## src/rtl/uart_tx_sched_pkg.sv

```systemverilog
// uart_tx_sched_pkg: shared defaults and FSM encoding for the UART transmit scheduler.
package uart_tx_sched_pkg;
    localparam int UART_Q_DEPTH = 16;
    localparam int UART_TX_GAP = 8700;
    typedef enum logic [1:0] {S_IDLE = 2'd0, S_SEND = 2'd1, S_WAIT = 2'd2} tx_state_t;
endpackage

```

## src/rtl/sync_fifo_2w1r.sv

```systemverilog
// sync_fifo_2w1r: byte queue with two ordered write ports and one read port.
// Lane 1 is older than lane 2, so it lands at tail and lane 2 directly behind it.
module sync_fifo_2w1r #(
    parameter int DEPTH = 16
) (
    input  logic                    clk,
    input  logic                    nrst,
    input  logic                    we1,
    input  logic [7:0]              dat1,
    input  logic                    we2,
    input  logic [7:0]              dat2,
    input  logic                    rd,
    output logic [7:0]              rd_dat,
    output logic [$clog2(DEPTH):0]  count,
    output logic                    accept1,
    output logic                    accept2
);
    localparam int AW = $clog2(DEPTH);
    localparam int CW = AW + 1;
    logic [7:0] mem [DEPTH];
    logic [AW-1:0] head, tail;
    logic [CW-1:0] free;
    // A same-cycle pop frees its slot for this cycle's pushes.
    assign free = CW'(DEPTH) - count + CW'(rd);
    assign accept1 = we1 && free != '0;
    assign accept2 = we2 && (!we1 || accept1) && free > CW'(accept1);
    assign rd_dat = mem[head];
    always_ff @(posedge clk) begin
        if (!nrst) begin
            head  <= '0;
            tail  <= '0;
            count <= '0;
        end else begin
            if (accept1) mem[tail] <= dat1;
            if (accept2) mem[tail + AW'(accept1)] <= dat2;
            head  <= head + AW'(rd);
            tail  <= tail + AW'(accept1) + AW'(accept2);
            count <= count + CW'(accept1) + CW'(accept2) - CW'(rd);
        end
    end
endmodule

```

## src/rtl/uart_tx_sched.sv

```systemverilog
// uart_tx_sched: merges dual-lane UART stores into one queue and paces them onto the uart
// write port, one pulse every TX_GAP cycles while bytes are waiting.
module uart_tx_sched
    import uart_tx_sched_pkg::*;
#(
    parameter int DEPTH  = UART_Q_DEPTH,
    parameter int TX_GAP = UART_TX_GAP
) (
    input  logic        CLK,
    input  logic        NRST,
    input  logic        we1_i,
    input  logic [7:0]  dat1_i,
    input  logic        we2_i,
    input  logic [7:0]  dat2_i,
    output logic        almost_full_o,
    output logic        empty_o,
    output logic        overflow_o,
    output logic        tx_wr_o,
    output logic [7:0]  tx_dat_o,
    output logic [15:0] sent_cnt_o
);
    localparam int CW = $clog2(DEPTH) + 1;
    localparam int GW = $clog2(TX_GAP);
    tx_state_t state, state_nxt;
    logic [GW-1:0] gap, gap_nxt;
    logic [CW-1:0] count, count_nxt;
    logic accept1, accept2, pop, wr_nxt;
    logic [7:0] head_dat, dat_nxt;
    logic [15:0] sent_nxt;

    sync_fifo_2w1r #(.DEPTH(DEPTH)) u_fifo (
        .clk(CLK), .nrst(NRST),
        .we1(we1_i), .dat1(dat1_i), .we2(we2_i), .dat2(dat2_i),
        .rd(pop), .rd_dat(head_dat),
        .count(count), .accept1(accept1), .accept2(accept2)
    );

    always_comb begin
        state_nxt = state;
        gap_nxt   = gap;
        wr_nxt    = 1'b0;
        dat_nxt   = tx_dat_o;
        sent_nxt  = sent_cnt_o;
        pop       = 1'b0;
        unique case (state)
            S_IDLE: begin
                pop       = count != '0;
                wr_nxt    = pop;
                dat_nxt   = pop ? head_dat : tx_dat_o;
                state_nxt = pop ? S_SEND : S_IDLE;
            end
            S_SEND: begin
                gap_nxt   = GW'(TX_GAP - 2);
                sent_nxt  = sent_cnt_o + 16'd1;
                state_nxt = S_WAIT;
            end
            S_WAIT: begin
                // Gap expiry with bytes pending re-sends directly to keep pulses exactly TX_GAP apart.
                pop       = gap == '0 && count != '0;
                gap_nxt   = gap != '0 ? gap - GW'(1) : gap;
                wr_nxt    = pop;
                dat_nxt   = pop ? head_dat : tx_dat_o;
                state_nxt = gap != '0 ? S_WAIT : (pop ? S_SEND : S_IDLE);
            end
            default: state_nxt = S_IDLE;
        endcase
    end

    assign count_nxt = count + CW'(accept1) + CW'(accept2) - CW'(pop);

    always_ff @(posedge CLK) begin
        if (!NRST) begin
            state         <= S_IDLE;
            gap           <= '0;
            tx_wr_o       <= 1'b0;
            tx_dat_o      <= 8'h00;
            sent_cnt_o    <= 16'd0;
            overflow_o    <= 1'b0;
            almost_full_o <= 1'b0;
            empty_o       <= 1'b1;
        end else begin
            state         <= state_nxt;
            gap           <= gap_nxt;
            tx_wr_o       <= wr_nxt;
            tx_dat_o      <= dat_nxt;
            sent_cnt_o    <= sent_nxt;
            overflow_o    <= overflow_o | (we1_i & ~accept1) | (we2_i & ~accept2);
            almost_full_o <= CW'(DEPTH) - count_nxt < CW'(2);
            empty_o       <= count_nxt == '0;
        end
    end
endmodule

```

## config.mk

```make
export PLATFORM = sky130hd
export DESIGN_NAME = uart_tx_sched
export DESIGN_NICKNAME = d
export VERILOG_FILES = /design/src/rtl/uart_tx_sched_pkg.sv /design/src/rtl/sync_fifo_2w1r.sv /design/src/rtl/uart_tx_sched.sv
export SDC_FILE = /design/constraint.sdc
export NUM_CORES = 1
export LEC_CHECK = 0
export CORE_ASPECT_RATIO = 0.6
export CORE_MARGIN = 3
export CORE_UTILIZATION = 50
export DETAILED_ROUTE_END_ITERATION = 16
export PLACE_DENSITY_LB_ADDON = 0.08
export SETUP_SLACK_MARGIN = 0.15
export SYNTH_ARGS = -nofsm -noshare
export SYNTH_HDL_FRONTEND = slang
export SYNTH_SLANG_ARGS = --single-unit
```

## constraint.sdc

```tcl
create_clock -name CLK -period 8.6 [get_ports CLK]
set_input_delay 1.72 -clock CLK [delete_from_list [all_inputs] [get_ports CLK]]
set_output_delay 1.72 -clock CLK [all_outputs]
set_load 0.01 [all_outputs]
```

### After elaboration in Yosys (flattened, before gate mapping)

Memory sizes are Yosys's and may differ from the RTL's. A register that Yosys moved wholly into a read port is not among the register bits.
Cells that the tools add are included.

| operators by class | value |
|---|---|
| $add $sub $neg | 11 |
| order comparisons | 2 |
| eq/ne operators | 5 |
| multiplexer cells | 17 |
| bitwise operators | 6 |
| reduce and logical (&&, ||, !) cells | 16 |

Operators with widths:

| cell | number |
|---|---|
| case mux 14 bit (2 select lines) | 1 |
| adder 16 x 1 -> 16 bit, second input constant | 1 |
| two-way mux 8 bit | 2 |
| case mux 8 bit (2 select lines) | 1 |
| adder 5 x 1 -> 5 bit | 3 |
| zero test 14 bit | 1 |
| two-way mux 14 bit | 1 |
| nonzero test 14 bit | 1 |
| subtractor 14 x 1 -> 14 bit, second input constant | 1 |
| adder 4 x 1 -> 4 bit | 3 |
| nonzero test 5 bit | 2 |
| subtractor 5 bit, first input constant | 2 |
| two-way mux 1 bit | 8 |
| inequality test 2 bit, second input constant | 3 |
| case mux 2 bit (3 select lines) | 1 |
| greater-than comparator 5 x 1 -> 1 bit | 1 |
| zero test 5 bit | 1 |
| < comparator 5 x 2 -> 1 bit, second input constant | 1 |
| subtractor 5 x 1 -> 5 bit | 1 |
| logical AND 1 bit | 4 |
| two-way mux 4 bit | 1 |
| nonzero test 2 bit | 2 |
| AND reduction 3 bit | 1 |
| bitwise AND 1 bit | 2 |
| 10 further kinds | 12 |

| word-level totals | value |
|---|---|
| register bits after elaboration | 57 |
| RAM bits | 128 |
| output and inout port bits | 28 |
| word-level logic and storage cells | 69 |
| memories | 1 |

Memory list:

| memory | words | bits a word | rd ports | clocked after memory_dff | write ports | RTL line | source |
|---|---|---|---|---|---|---|---|
| u_fifo.mem | 16 | 8 | 1 | 1 | 2 | sync_fifo_2w1r.sv:20 | `logic [7:0] mem [DEPTH];` |

### Depth between registers and ports, before layout

| depth | value |
|---|---|
| depth in word-level cells | 13 |
| depth in mapped cells | 32 |
| mapped depth without buffers | 31 |

### Hierarchy

From an unflattened synthesis, not the netlist that was laid out.

| unflattened totals | value |
|---|---|
| cell total of the unflattened synthesis | 751 |
| area total of the unflattened synthesis | 9895.7 µm² |

Modules (own cells, without submodules):

| module | instances | cells each | area an instance (µm²) |
|---|---|---|---|
| sync_fifo_2w1r | 1 | 486 | 7669.9 |
| uart_tx_sched | 1 | 265 | 2225.9 |

### Worst setup path after synthesis

OpenSTA, ideal clock, no wires.

| timing | value |
|---|---|
| path type | flip-flop to flip-flop |
| from | reg gap[0] |
| to | reg almost_full_o |
| library setup time | 0.062 ns |
| data arrival time | 6.856 ns |
| data required time | 8.538 ns |
| path slack | 1.682 ns |
| cell stages (with the launch flop) | 32 |
| buffers on the path | 1 |
| period minus slack after synthesis | 6.918 ns |
| cells stage by stage | dfxtp_1 > inv_1 > ha_1 > nor4b_1 > nand4_1 > a211oi_1 > clkbuf_1 > inv_1 > ha_1 > inv_1 > ha_1 > or4b_1 > o311a_2 > o41ai_1 > inv_1 > ha_1 > a211oi_1 > o41ai_1 > nand2_1 > inv_1 > nor2_1 > fa_1 > fa_1 > ha_1 > nand2_1 > nor2_1 > ha_1 > nand3b_1 > nor2_1 > nand4_1 > or3_1 > nand3_1 |

| between the ends | value |
|---|---|
| cells in the longest elaborated chain, start to end | 13 |

Ends and longest elaborated chain:

| item | RTL line | source |
|---|---|---|
| from (decl) | uart_tx_sched.sv:25 | `logic [GW-1:0] gap, gap_nxt;` |
| from (signal assigned) | uart_tx_sched.sv:83 | `gap <= gap_nxt;` |
| zero test 14 bit (*) | uart_tx_sched.sv:59 | `pop = gap == '0 && count != '0;` |
| logical AND 1 bit (*) | uart_tx_sched.sv:59 |  |
| case mux 1 bit (2 select lines) (*) | uart_tx_sched.sv:45 | `unique case (state)` |
| named net pop | uart_tx_sched.sv:27 | `logic accept1, accept2, pop, wr_nxt;` |
| parallel branches: the longest is 7 deep, another holds adder 5 x 1 -> 5 bit | -- |  |
| subtractor 5 x 1 -> 5 bit (*) | uart_tx_sched.sv:69 | `assign count_nxt = count + CW'(accept1) + CW'(accept2) - CW'(pop);` |
| subtractor 5 bit (*) | uart_tx_sched.sv:88 | `almost_full_o <= CW'(DEPTH) - count_nxt < CW'(2);` |
| < comparator 5 x 2 -> 1 bit (*) | uart_tx_sched.sv:88 |  |
| to (signal assigned) | uart_tx_sched.sv:88 |  |
| to (decl) | uart_tx_sched.sv:15 | `output logic almost_full_o,` |

Mark *: on every way through the listed nets, which the timed path passes.
A chain may end at the register's enable or synchronous reset.

### Final worst setup path

| timing | value |
|---|---|
| from | reg gap[0] |
| to | reg almost_full_o |

| between the ends | value |
|---|---|
| cells in the longest elaborated chain, start to end | 13 |

Ends and longest elaborated chain:

| item | RTL line |
|---|---|
| zero test 14 bit (*) | uart_tx_sched.sv:59 |
| logical AND 1 bit (*) | uart_tx_sched.sv:59 |
| case mux 1 bit (2 select lines) (*) | uart_tx_sched.sv:45 |
| parallel branches: the longest is 7 deep, another holds adder 5 x 1 -> 5 bit | -- |
| subtractor 5 x 1 -> 5 bit (*) | uart_tx_sched.sv:69 |
| subtractor 5 bit (*) | uart_tx_sched.sv:88 |
| < comparator 5 x 2 -> 1 bit (*) | uart_tx_sched.sv:88 |

Mark *: on every way between the ends.

==> metrics.yaml <==
status: "finished clean"
crit_type: "register to register"
yosysTopAreaCell: "edfxtp_1"
pwr-share-clk_pct: 25.9
post_cts_resized: 0
avgSynthCellArea_um2: 13.4
drt_iter0_markers: 465
min_period_over_period_pct: 84.2
grt_first_pass_wirelength_mm: 38.6
r2r-start: "gap[0]$_SDFFE_PN0P_"
swShare_pct: 34.6
ys_seq_area_share_pct: 50.9
finClkSkew_ns: 0.00878
p_switching_uw: 1080
cp_max_fo: 5
die_w_um: 187
routedWlPerCell_um: 24.3
power_uw: 3120
slowest_delay_ns: 0.69
cts.sinks: 185
synth_edf_count: 128
fin_setup_tns_ns: 0
ctsHoldBuffers: 0
yosys_warnings: 0
peakVddDrop_uv: 206
async_reset_ff_share_pct: 0
antenna_found_initial: 0
critPathCaptureType: "register"
pre_cts_ws_ns: 1.52
syn_nets: 771
drc: 0
gp_congestion: 0.849
io_pins: 48
clockBufferDepth: 2
dr.pass1.iters: 5
cts.reportedPaths.clkPinSlew_ns: 0.06
area_delta_synth_final_pct: 13.0
cp.arrival_ns: 7.62
track_usage_pct: 24.1
grt_overflow_total: 0
synth-seq-cells: 185
num-nets-final: 795
hold_viol_final: 0
grt_setup_unrepaired: "false"
path_buf_inv: 5
htree_levels: 4
p_seq_share_pct: 37.1
combPwrFrac_pct: 37.0
drive_above_1_share_pct: 28.9
setup_ws_ns: 1.36
cap_violations: 0
chipHeight_um: 114
cts_tree: "yes"
critPathLaunchType: "register"
port_buffers: 47
fmax_mhz: 138
syn_area_mm2: 0.00979
vias: 6238
p_leak_uw: 0.00388
drtAntennaViolNets: 0
placed_cell_area_mm2: 0.0105
synth_top_area_share_pct: 39.3
stdcell_area_mm2: 0.0111
hold_class: "register to register"
hpwl_mm: 17.0
p_per_area_mw_per_mm2: 282
nFillCells: 1475
clk-insertion-delay-late_ns: 0.44
syn-instance-count: 731
postCtsSetupBuffers: 0
yosys.cell_types.count: 60
routed_wl_mm: 25.0
cts_root_buf: "clkbuf_16"
dieArea_mm2: 0.0214
start_util_pct: 52.5
synth_ff_type: "edfxtp_1"
p_int_uw: 2040
grt_max_degree: 35
core-area_mm2: 0.0186
finalSetupViolCount: 0
yosys.cell_count.top_type: "edfxtp_1"
critPathLaunch: "gap[0]$_SDFFE_PN0P_"
yosys-top-cells-area: "edfxtp_1, dfxtp_1, mux2_2"
vias_per_cell: 6.07
hp-start: "overflow_o$_SDFF_PN0_"
crit_family: "simple AND/OR/NAND/NOR gates"
worstMarginPinSlew_ns: 1.25
cts_made_buffers: 17
final-max-slew-violation-count: 0
cp.required_ns: 8.98
synth.top_cells.by_count: "edfxtp_1, mux2_2, dfxtp_1"
max-slew-margin-rel_pct: 15.3
crit_slowest_cell: "o41ai_1"
grt_pass1_vias: 6227
finalCriticalPeriod_ns: 7.24
rows: 38
n_antenna_cell: 0
-- path summary, 6_finish.rpt --
kind | cells after the start | end | slack [ns]
max | 30 | almost_full_o$_SDFF_PN0_ | 1.36
min | 2 | overflow_o$_SDFF_PN0_ | 0.48
max reg2reg | 30 | almost_full_o$_SDFF_PN0_ | 1.36
min reg2reg | 2 | overflow_o$_SDFF_PN0_ | 0.48
-- worst reg2reg max path: cells and delay by family, from the launching register on --
| kind | cells | cell delay [ns] |
|---|---|---|
| flip-flops | 1 | 0.32 |
| AO/OA/AOI/OAI | 7 | 1.88 |
| AND/OR/NAND/NOR | 10 | 2.25 |
| XOR/XNOR | 1 | 0.16 |
| adder cells (fa/ha/maj) | 7 | 2.01 |
| buffers and inverters | 5 | 0.57 |
-- stage by stage --
| step | utilization, % | hold slack [ns] | instances |
|---|---|---|---|
| CTS | 59.4 | 0.491 | 1028 |
| floorplan | - | 0.491 | 731 |
| global route | 59.4 | 0.508 | 1028 |
| global placement | 56.1 | 0.456 | 996 |
| detailed placement | 56.1 | 0.479 | 996 |
| finish | 59.4 | 0.482 | 1028 |
-- cells by family (layout without fill, tap and decap cells) --
family                     count (synthesis)  after routing  share of synthesized area (%)
AOI/OAI and AO/OA                         80             80                           5.90
xor gates and xnor gates                  29             29                           2.59
adders and majority gates                 20             20                           2.71
buffers and inverters                     68            105                           3.25
DFF                                      185            185                           50.9
muxes                                    161            161                           24.0
and+or+nand+nor                          188            188                           10.6
-- power by group through the flow --
stage | sequential [µW] | combinational (µW) | clock, µW
after CTS | 1150 | 1140 | 820
after global routing | 1170 | 1260 | 858
final | 1160 | 1150 | 809
after floorplan | 1150 | 825 | 0
after detailed placement | 1170 | 1130 | 0
after global placement | 1170 | 1090 | 0
-- layer usage --
layer	track usage, %	wire [µm]	vias to the layer above
met4	6.34	266	0
met2	35.3	10700	215
met5	0	0	-
met3	5.41	1780	21
met1	36.5	12300	3172
li1	-	-	2830
-- registers in the layout (all words and copies together) (netlist names) --
signal	cells
tx_dat_o	8
tx_wr_o	1
gap	14
u_fifo.tail	4
u_fifo.mem	128
overflow_o	1
u_fifo.count	5
u_fifo.head	4
sent_cnt_o	16
empty_o	1
almost_full_o	1
state	2
-- cell usage in the layout (no fill, tap or decap), types with 19 or more instances in the layout --
master	count
inv_1	21
clkdlybuf4s50_1	47
mux2_2	81
edfxtp_1	128
nand2_1	34
clkbuf_16	19
mux2_4	48
dfxtp_1	56
mux4_2	32
nor2_1	46
-- area by class of cell --
| cell class | instances | area (µm²) | share of cell area (%) |
|---|---|---|---|
| Timing Repair Buffer | 54 | 523 | 4.73 |
| Tap cell | 260 | 325 | 2.94 |
| Multi-Input combinational cell | 478 | 4550 | 41.1 |
| Clock buffer | 26 | 552 | 4.99 |
| Inverter | 19 | 71.3 | 0.645 |
| Clock inverter | 6 | 60.1 | 0.543 |
| Sequential cell | 185 | 4990 | 45.1 |
No activity file was read; power rests on OpenSTA's default activity.
